===== config.mk =====
export PLATFORM = sky130hd
export DESIGN_NAME = muldiv_unit
export DESIGN_NICKNAME = d
export VERILOG_FILES = /design/src/rtl/muldiv_unit.sv
export SDC_FILE = /design/constraint.sdc
export NUM_CORES = 1
export LEC_CHECK = 0
export CAP_MARGIN = 5
export CORE_MARGIN = 2
export CORE_UTILIZATION = 50
export CTS_BUF_LIST = sky130_fd_sc_hd__clkbuf_16
export DETAILED_ROUTE_END_ITERATION = 12
export PLACE_DENSITY = 0.72
export SLEW_MARGIN = 20
export SYNTH_ARGS = -nofsm -noshare
export SYNTH_HDL_FRONTEND = slang
export SYNTH_SLANG_ARGS = --single-unit
export TNS_END_PERCENT = 1

===== constraint.sdc =====
create_clock -name clk -period 4.6 [get_ports clk]
set_clock_uncertainty 0.1 [all_clocks]
set_input_delay 0.69 -clock clk [delete_from_list [all_inputs] [get_ports clk]]
set_output_delay 0.69 -clock clk [all_outputs]
set_load 0.1 [all_outputs]

===== src/rtl/muldiv_unit.sv =====
// Iterative multiply/divide unit beside the EX-stage ALU: mult/multu/div/divu
// run one bit per cycle into HI/LO; mfhi/mflo/mthi/mtlo are single-cycle.
module muldiv_unit #(
  parameter int XLEN = 32
) (
  input  logic            clk,
  input  logic            reset,
  input  logic            op_valid,
  input  logic [5:0]      Funct,
  input  logic [XLEN-1:0] A,
  input  logic [XLEN-1:0] B,
  output logic            stall,
  output logic [XLEN-1:0] md_result,
  output logic            md_sel,
  output logic            busy,
  output logic [XLEN-1:0] hi,
  output logic [XLEN-1:0] lo
);

  localparam int CW = $clog2(XLEN);

  typedef enum logic [1:0] {IDLE, MUL, DIV, FIX} state_t;

  state_t          state;
  logic [CW-1:0]   cnt;
  logic [2*XLEN-1:0] acc;      // product, or {remainder, dividend/quotient}
  logic [XLEN-1:0] mcand;      // multiplicand magnitude or divisor magnitude
  logic            op_div;
  logic            neg_res;
  logic            neg_rem;
  logic            div0;

  logic is_mfhi, is_mthi, is_mflo, is_mtlo;
  logic is_mult, is_multu, is_div, is_divu;
  logic is_md, accept, signed_op, a_neg, b_neg;
  logic [XLEN-1:0] a_abs, b_abs;
  logic [XLEN:0]   mul_sum;
  logic [XLEN:0]   div_trial;
  logic [XLEN-1:0] quo, rem;
  logic [2*XLEN-1:0] prod_fixed;

  // NOTE: every signal driven here gets a default first so no latch is inferred.
  always_comb begin
    is_mfhi  = 1'b0;
    is_mthi  = 1'b0;
    is_mflo  = 1'b0;
    is_mtlo  = 1'b0;
    is_mult  = 1'b0;
    is_multu = 1'b0;
    is_div   = 1'b0;
    is_divu  = 1'b0;
    if (op_valid) begin
      case (Funct)
        6'b010000: is_mfhi  = 1'b1;
        6'b010001: is_mthi  = 1'b1;
        6'b010010: is_mflo  = 1'b1;
        6'b010011: is_mtlo  = 1'b1;
        6'b011000: is_mult  = 1'b1;
        6'b011001: is_multu = 1'b1;
        6'b011010: is_div   = 1'b1;
        6'b011011: is_divu  = 1'b1;
        default:   ;
      endcase
    end
  end

  assign is_md  = is_mfhi | is_mthi | is_mflo | is_mtlo |
                  is_mult | is_multu | is_div | is_divu;
  assign busy   = (state != IDLE);
  assign stall  = is_md & busy;
  assign accept = is_md & ~busy;

  assign md_sel    = is_mfhi | is_mflo;
  assign md_result = is_mfhi ? hi : (is_mflo ? lo : '0);

  // Operands are reduced to magnitudes at accept; signs are restored in FIX.
  assign signed_op = ~Funct[0];
  assign a_neg     = signed_op & A[XLEN-1];
  assign b_neg     = signed_op & B[XLEN-1];
  assign a_abs     = a_neg ? -A : A;
  assign b_abs     = b_neg ? -B : B;

  // Shift-add: add multiplicand into the upper half when the current LSB is set.
  assign mul_sum = {1'b0, acc[2*XLEN-1:XLEN]} + {1'b0, (acc[0] ? mcand : '0)};

  // Restoring divide: a clear top bit on the trial means the subtract fits.
  assign div_trial = {acc[2*XLEN-1:XLEN], acc[XLEN-1]} - {1'b0, mcand};

  assign quo        = acc[XLEN-1:0];
  assign rem        = acc[2*XLEN-1:XLEN];
  assign prod_fixed = neg_res ? -acc : acc;

  // NOTE: all state lives in one clocked block using non-blocking assignments.
  always_ff @(posedge clk) begin
    if (reset) begin
      // NOTE: datapath registers are reset too, so a mid-operation reset leaves no residue.
      state   <= IDLE;
      cnt     <= '0;
      acc     <= '0;
      mcand   <= '0;
      op_div  <= 1'b0;
      neg_res <= 1'b0;
      neg_rem <= 1'b0;
      div0    <= 1'b0;
      hi      <= '0;
      lo      <= '0;
    end else begin
      case (state)
        IDLE: begin
          if (accept) begin
            if (is_mthi) hi <= A;
            if (is_mtlo) lo <= A;
            if (is_mult | is_multu) begin
              acc     <= {{XLEN{1'b0}}, b_abs};
              mcand   <= a_abs;
              neg_res <= a_neg ^ b_neg;
              neg_rem <= 1'b0;
              div0    <= 1'b0;
              op_div  <= 1'b0;
              cnt     <= '0;
              state   <= MUL;
            end
            if (is_div | is_divu) begin
              acc     <= {{XLEN{1'b0}}, a_abs};
              mcand   <= b_abs;
              neg_res <= a_neg ^ b_neg;
              neg_rem <= a_neg;
              div0    <= (B == '0);
              op_div  <= 1'b1;
              cnt     <= '0;
              state   <= DIV;
            end
          end
        end
        MUL: begin
          acc <= {mul_sum, acc[XLEN-1:1]};
          cnt <= cnt + 1'b1;
          if (cnt == CW'(XLEN - 1)) state <= FIX;
        end
        DIV: begin
          if (!div_trial[XLEN])
            acc <= {div_trial[XLEN-1:0], acc[XLEN-2:0], 1'b1};
          else
            acc <= {acc[2*XLEN-2:0], 1'b0};
          cnt <= cnt + 1'b1;
          if (cnt == CW'(XLEN - 1)) state <= FIX;
        end
        FIX: begin
          if (op_div) begin
            // Divide by zero: quotient is all ones; remainder sign fix restores raw A.
            lo <= div0 ? '1 : (neg_res ? -quo : quo);
            hi <= neg_rem ? -rem : rem;
          end else begin
            hi <= prod_fixed[2*XLEN-1:XLEN];
            lo <= prod_fixed[XLEN-1:0];
          end
          state <= IDLE;
        end
        default: state <= IDLE;
      endcase
    end
  end

endmodule


* Yosys cells after proc, flatten, opt, wreduce, memory -nomap -nowiden *
Index checks and enable logic that the tools add are counted.

operators by class
  add/subtract/negate cells = 8
  equal/unequal tests = 17
  mux-type cells = 55
  bitwise logic cells = 17
  reductions and logical operators = 14

operators by type and width
  kind                 count
  $mux 32              16
  $mux 64              5
  $pmux 64 s3          1
  $neg 32->32          4
  $pmux 32 s2          2
  $neg 64->64          1
  $eq 6x5->1 const B   8
  $add 32x32->33       1
  $sub 33x32->33       1
  $logic_not 32->1     1
  $mux 1               22
  $reduce_and 3->1     6
  $mux 5               3
  $or 1x1->1           10
  $pmux 5 s2           1
  $mux 2               4
  $reduce_bool 2->1    4
  $ne 2x2->1 const B   3
  $pmux 2 s3           1
  $add 5x1->5 const B  1
  $eq 5x5->1 const B   1
  $and 1x1->1          4
  $eq 2x2->1 const B   2
  $ne 3x3->1 const B   1
  7 further kinds      8

storage, ports and cells
  bits in registers = 171
  bits of input ports = 73
  output and inout port bits = 99
  word-level logic and storage cells = 121

* Logic depth before layout (Yosys ltp) *
  depth in word-level cells = 13
  gate-level depth with buffers = 14
  depth with buffers taken out = 13

* Worst setup path before layout *
OpenSTA, ideal clock, no wires.

  kind = register to register
  from = register acc[32]
  to = register acc[45]
  library setup time = 0.132 ns
  data arrival time = 3.483 ns
  data required time = 4.368 ns
  slack = 0.885 ns
  stages on the path, launching flop included = 14
  buffers on the path = 2
  cell sequence = dfxtp_1 clkbuf_1 inv_1 fa_1 nand2b_1 a21oi_1 o21ai_1 o41ai_1 a31oi_1 xnor2_2 clkbuf_1 mux2_2 a222oi_1 nor3_1

between the ends
  word-level cells in the longest chain between the ends = 3
  elaborated cells on any way between the ends = 4

ends and longest elaborated chain
  element                 RTL line  text
  from (decl)             26        logic [2*XLEN-1:0] acc;
  from (signal assigned)  114       acc <= {{XLEN{1'b0}}, b_abs};
  from (signal assigned)  124       acc <= {{XLEN{1'b0}}, a_abs};
  from (signal assigned)  136       acc <= {mul_sum, acc[XLEN-1:1]};
  $sub 33x32->33          87        assign div_trial = {acc[2*XLEN-1:XLEN], acc[XLEN-1]} - {1'b0, mcand};
  $mux 64                 141       if (!div_trial[XLEN])
  $pmux 64 s3 *           108       case (state)

Every way passes the cells marked *; elsewhere a longest branch is shown, timed or not.
A chain may end at the register's enable or synchronous reset.

* Worst setup path in the final report *
  from = register acc[36]
  to = register acc[54]

The elaborated chain is that of the path after synthesis.

==> flow_summary.ini <==
[die]
chipWidth_microns = 179
ios = 172
initial_cell_density_of_the_core_pct = 50.4
std_cell_core_area_sq_mm = 0.0304
fp.dieArea_sq_mm = 0.0321
die_h_microns = 179
row_count = 64

[timing]
post-route-period-util_pct = 86.8
timing.final.max_slew_violations = 0
tightestPinTransition_ns = 0.998
hold_slack_ns = 0.370
finalCriticalPeriod_ns = 3.99
finalHoldViolations = 0
tns_setup_ns = 0
finalSetupViolations = 0
slew-limit-headroom_pct = 33.2
rsz_0062_raised_after_global_routing = no
fmax_mhz = 251

[placement]
gp_congestion = 0.983
detailed_place_hpwl_microns = 45900
place.port_buffers = 171

[clock_network]
tritoncts_buffer_count = 17
cts_setup_buffers = 0
clock_sink_count = 171
htreeDepth = 4
cts_tree = built
clkLatencyLatePin_ns = 0.46
path_clk_slew_ns = 0.08
cts.root.buffer_cell = clkbuf_16
cts_hold_buffers = 0
number_of_buffers_between_clock_root_and_the_deepest_sink = 2
post_cts_resize_count = 0

[critical_path]
worst_path_largest_cell_delay_ns = 0.59
worstReg2RegStart = acc[36]
cp_slowest_cell = dfxtp_1
setup.worst_path.end_class = flop
timing.rr.end = acc[54]
cp_data_required_time_ns = 4.84
setup.worst_path.start_class = flop
reg2reg_depth = 10
crit_path_cell_trace = ha_1 > a21o_1 > or3_1 > o21ai_1 > o21ai_0 > a21oi_1 > nor3_1 > o311ai_0 > o221ai_1 > a22o_1
worst-setup-path-type = reg2reg
arrival_ns = 4.23
critical_path_peak_fanout = 7
rrSetupSlack_ns = 0.61

[route]
drt_pass1_iterations = 9
routed-via-count = 17100
routedWlPerCell_microns = 22.9
detail_route.iter0.violations = 2185
routed_wirelength_microns = 59700
antenna_left = 0
drt_drc_violations_left = 0
drt-vias-per-instance = 6.58

[synthesis]
primary_flip_flop_cell_chosen_by_synthesis_mapping = dfxtp_1
synth.cell_area_sq_mm = 0.0153
yosys_register_bits = 171
synth_commonest_cells = 286 x nor2_1, 234 x a21oi_1, 179 x nand2_1
yosysTopAreaCellShare_pct = 22.3
synth_cell_types = 82
synth_sequential_area_ratio_pct = 22.3
synthArstFlopShare_pct = 0
yosysTopAreaCell = dfxtp_1
mappedNetlistNets = 2262
syn_area_per_cell_sq_um = 7.26
synth.most_common_cell = nor2_1
synth.top_cells.by_area = dfxtp_1 22%, a21oi_1 7.6%, nor2_1 7.0%
synth_enable_flop_cells = 0
syn-instance-count = 2113
synth.yosys.warnings = 0

[power]
sw_frac_of_total_pct = 47.9
power.density_cell_area_mw_per_mm2 = 380
switching_power_mw = 3.27
seqPwrFrac_pct = 26.1
power.internal_mw = 3.55
p_total_mw = 6.82
vdd_ir_drop_max_uv = 278
power.leakage_nw = 6.93
comb_power_share_pct = 50.8
power.clock.fraction_pct = 23.1

[grt]
globalRouteTotalUtil_pct = 36.1
antenna_found_initial = 0
most_heavily_used_metal_layer_in_global_routing = met2
vias_in_the_first_global_route = 15100
grt_start_max_net_pins = 83
wire_length_of_the_first_global_routing_pass_microns = 88800
grtUsageMet2_pct = 53.0
grtUsageMet1_pct = 51.9
grt_remaining_overflow = 0
globalRouteMet3Util_pct = 6.49

[finish]
antenna_cell_count = 0
layout-area-overhead-vs-synth_pct = 17.0
final_net_count = 2347
final_core_utilization_pct = 59.0
fraction_of_final_layout_cells_sized_beyond_drive_strength_1_pct = 7.91

[outcome]
run_status = finished clean

[flow_run]
max_cap_viol_count = 0

[min_path]
hold_path_class = reg2reg
worst_hold_path.endpoint = mcand[30]
hold_path.startpoint = mcand[30]
hold_path_depth = 2
## logic make-up after synthesis
group | share of synthesized area [%]
flip-flops | 22.3
multiplexers | 4.83
AND/OR/NAND/NOR | 21.2
AO/OA/AOI/OAI | 30.1
XOR/XNOR | 9.58
adder cells (fa/ha/maj) | 6.29
buffers and inverters | 5.73
## routing by layer
| layer | part of all wire [%] | vias up |
|---|---|---|
| met5 | 0 | - |
| met4 | 4.0 | 0 |
| met3 | 11 | 139 |
| met2 | 42 | 1030 |
| met1 | 43 | 8054 |
| li1 | - | 7924 |
## critical path: cells and delay by family (launching register included)
kind	cells	cell delay (ns)
DFF	1	0.59
AOI/OAI and AO/OA	7	2.38
and+or+nand+nor	2	0.43
adders and majority gates	1	0.37
## through the flow
| stage | cells | area, sq um | setup WS, ns |
|---|---|---|---|
| 6_report | 2607 | 18000 | 0.608 |
| 5_1_grt | 2607 | 18000 | 0.425 |
| 4_1_cts | 2607 | 18000 | 0.686 |
| 3_5_place_dp | 2575 | 17300 | 0.621 |
| 3_3_place_gp | 2575 | 17300 | 0.657 |
| 2_1_floorplan | 2113 | 15300 | 0.885 |
## state kept, by name (all words and copies together), names as in the netlist
| signal | cells |
|---|---|
| state | 2 |
| acc | 64 |
| cnt | 5 |
| hi | 32 |
| op_div | 1 |
| neg_res | 1 |
| neg_rem | 1 |
| lo | 32 |
| div0 | 1 |
| mcand | 32 |
## worst max-delay path by stage
stage	slack, ns	endpoint	start
2_1_floorplan	0.89	acc[45]	acc[32]
3_3_place_gp	0.66	acc[23]	A[12]
3_5_place_dp	0.62	mcand[28]	A[12]
4_1_cts	0.69	acc[42]	acc[31]
5_1_grt	0.43	acc[54]	acc[36]
6_report	0.61	acc[54]	acc[36]
## layout make-up
class	instances	area [sq um]
clock buffers	17	425
clock inverters	15	214
fillers	2899	12500
inverters	68	255
multi-input cells	1713	11100
flip-flops and latches	171	3420
well taps	396	495
repair buffers	227	2050
## power by group through the flow
stage	registers [mW]	logic, mW	clock network [mW]
floorplan	1.81	2.25	0
global placement	1.80	3.31	0
detailed placement	1.80	3.35	0
CTS	1.77	3.37	1.56
global route	1.79	3.69	1.63
finish	1.78	3.46	1.57
## layout by cell type (no fill, tap or decap), types with 29 or more instances in the layout
cell type	synthesis	routed
dfxtp_1	171	171
nand2_1	179	179
o221ai_1	30	30
ha_1	74	71
mux2i_1	56	56
buf_4	1	90
nand3_1	29	29
a211oi_1	50	50
xnor2_1	93	93
a21o_1	32	32
xor2_1	73	73
clkdlybuf4s50_1	0	135
o211ai_1	29	29
a21oi_1	234	232
nor3_1	58	57
o21ai_0	106	104
nor2_1	286	286
inv_1	68	68
Note: power is estimated with default switching activity, not from simulation.
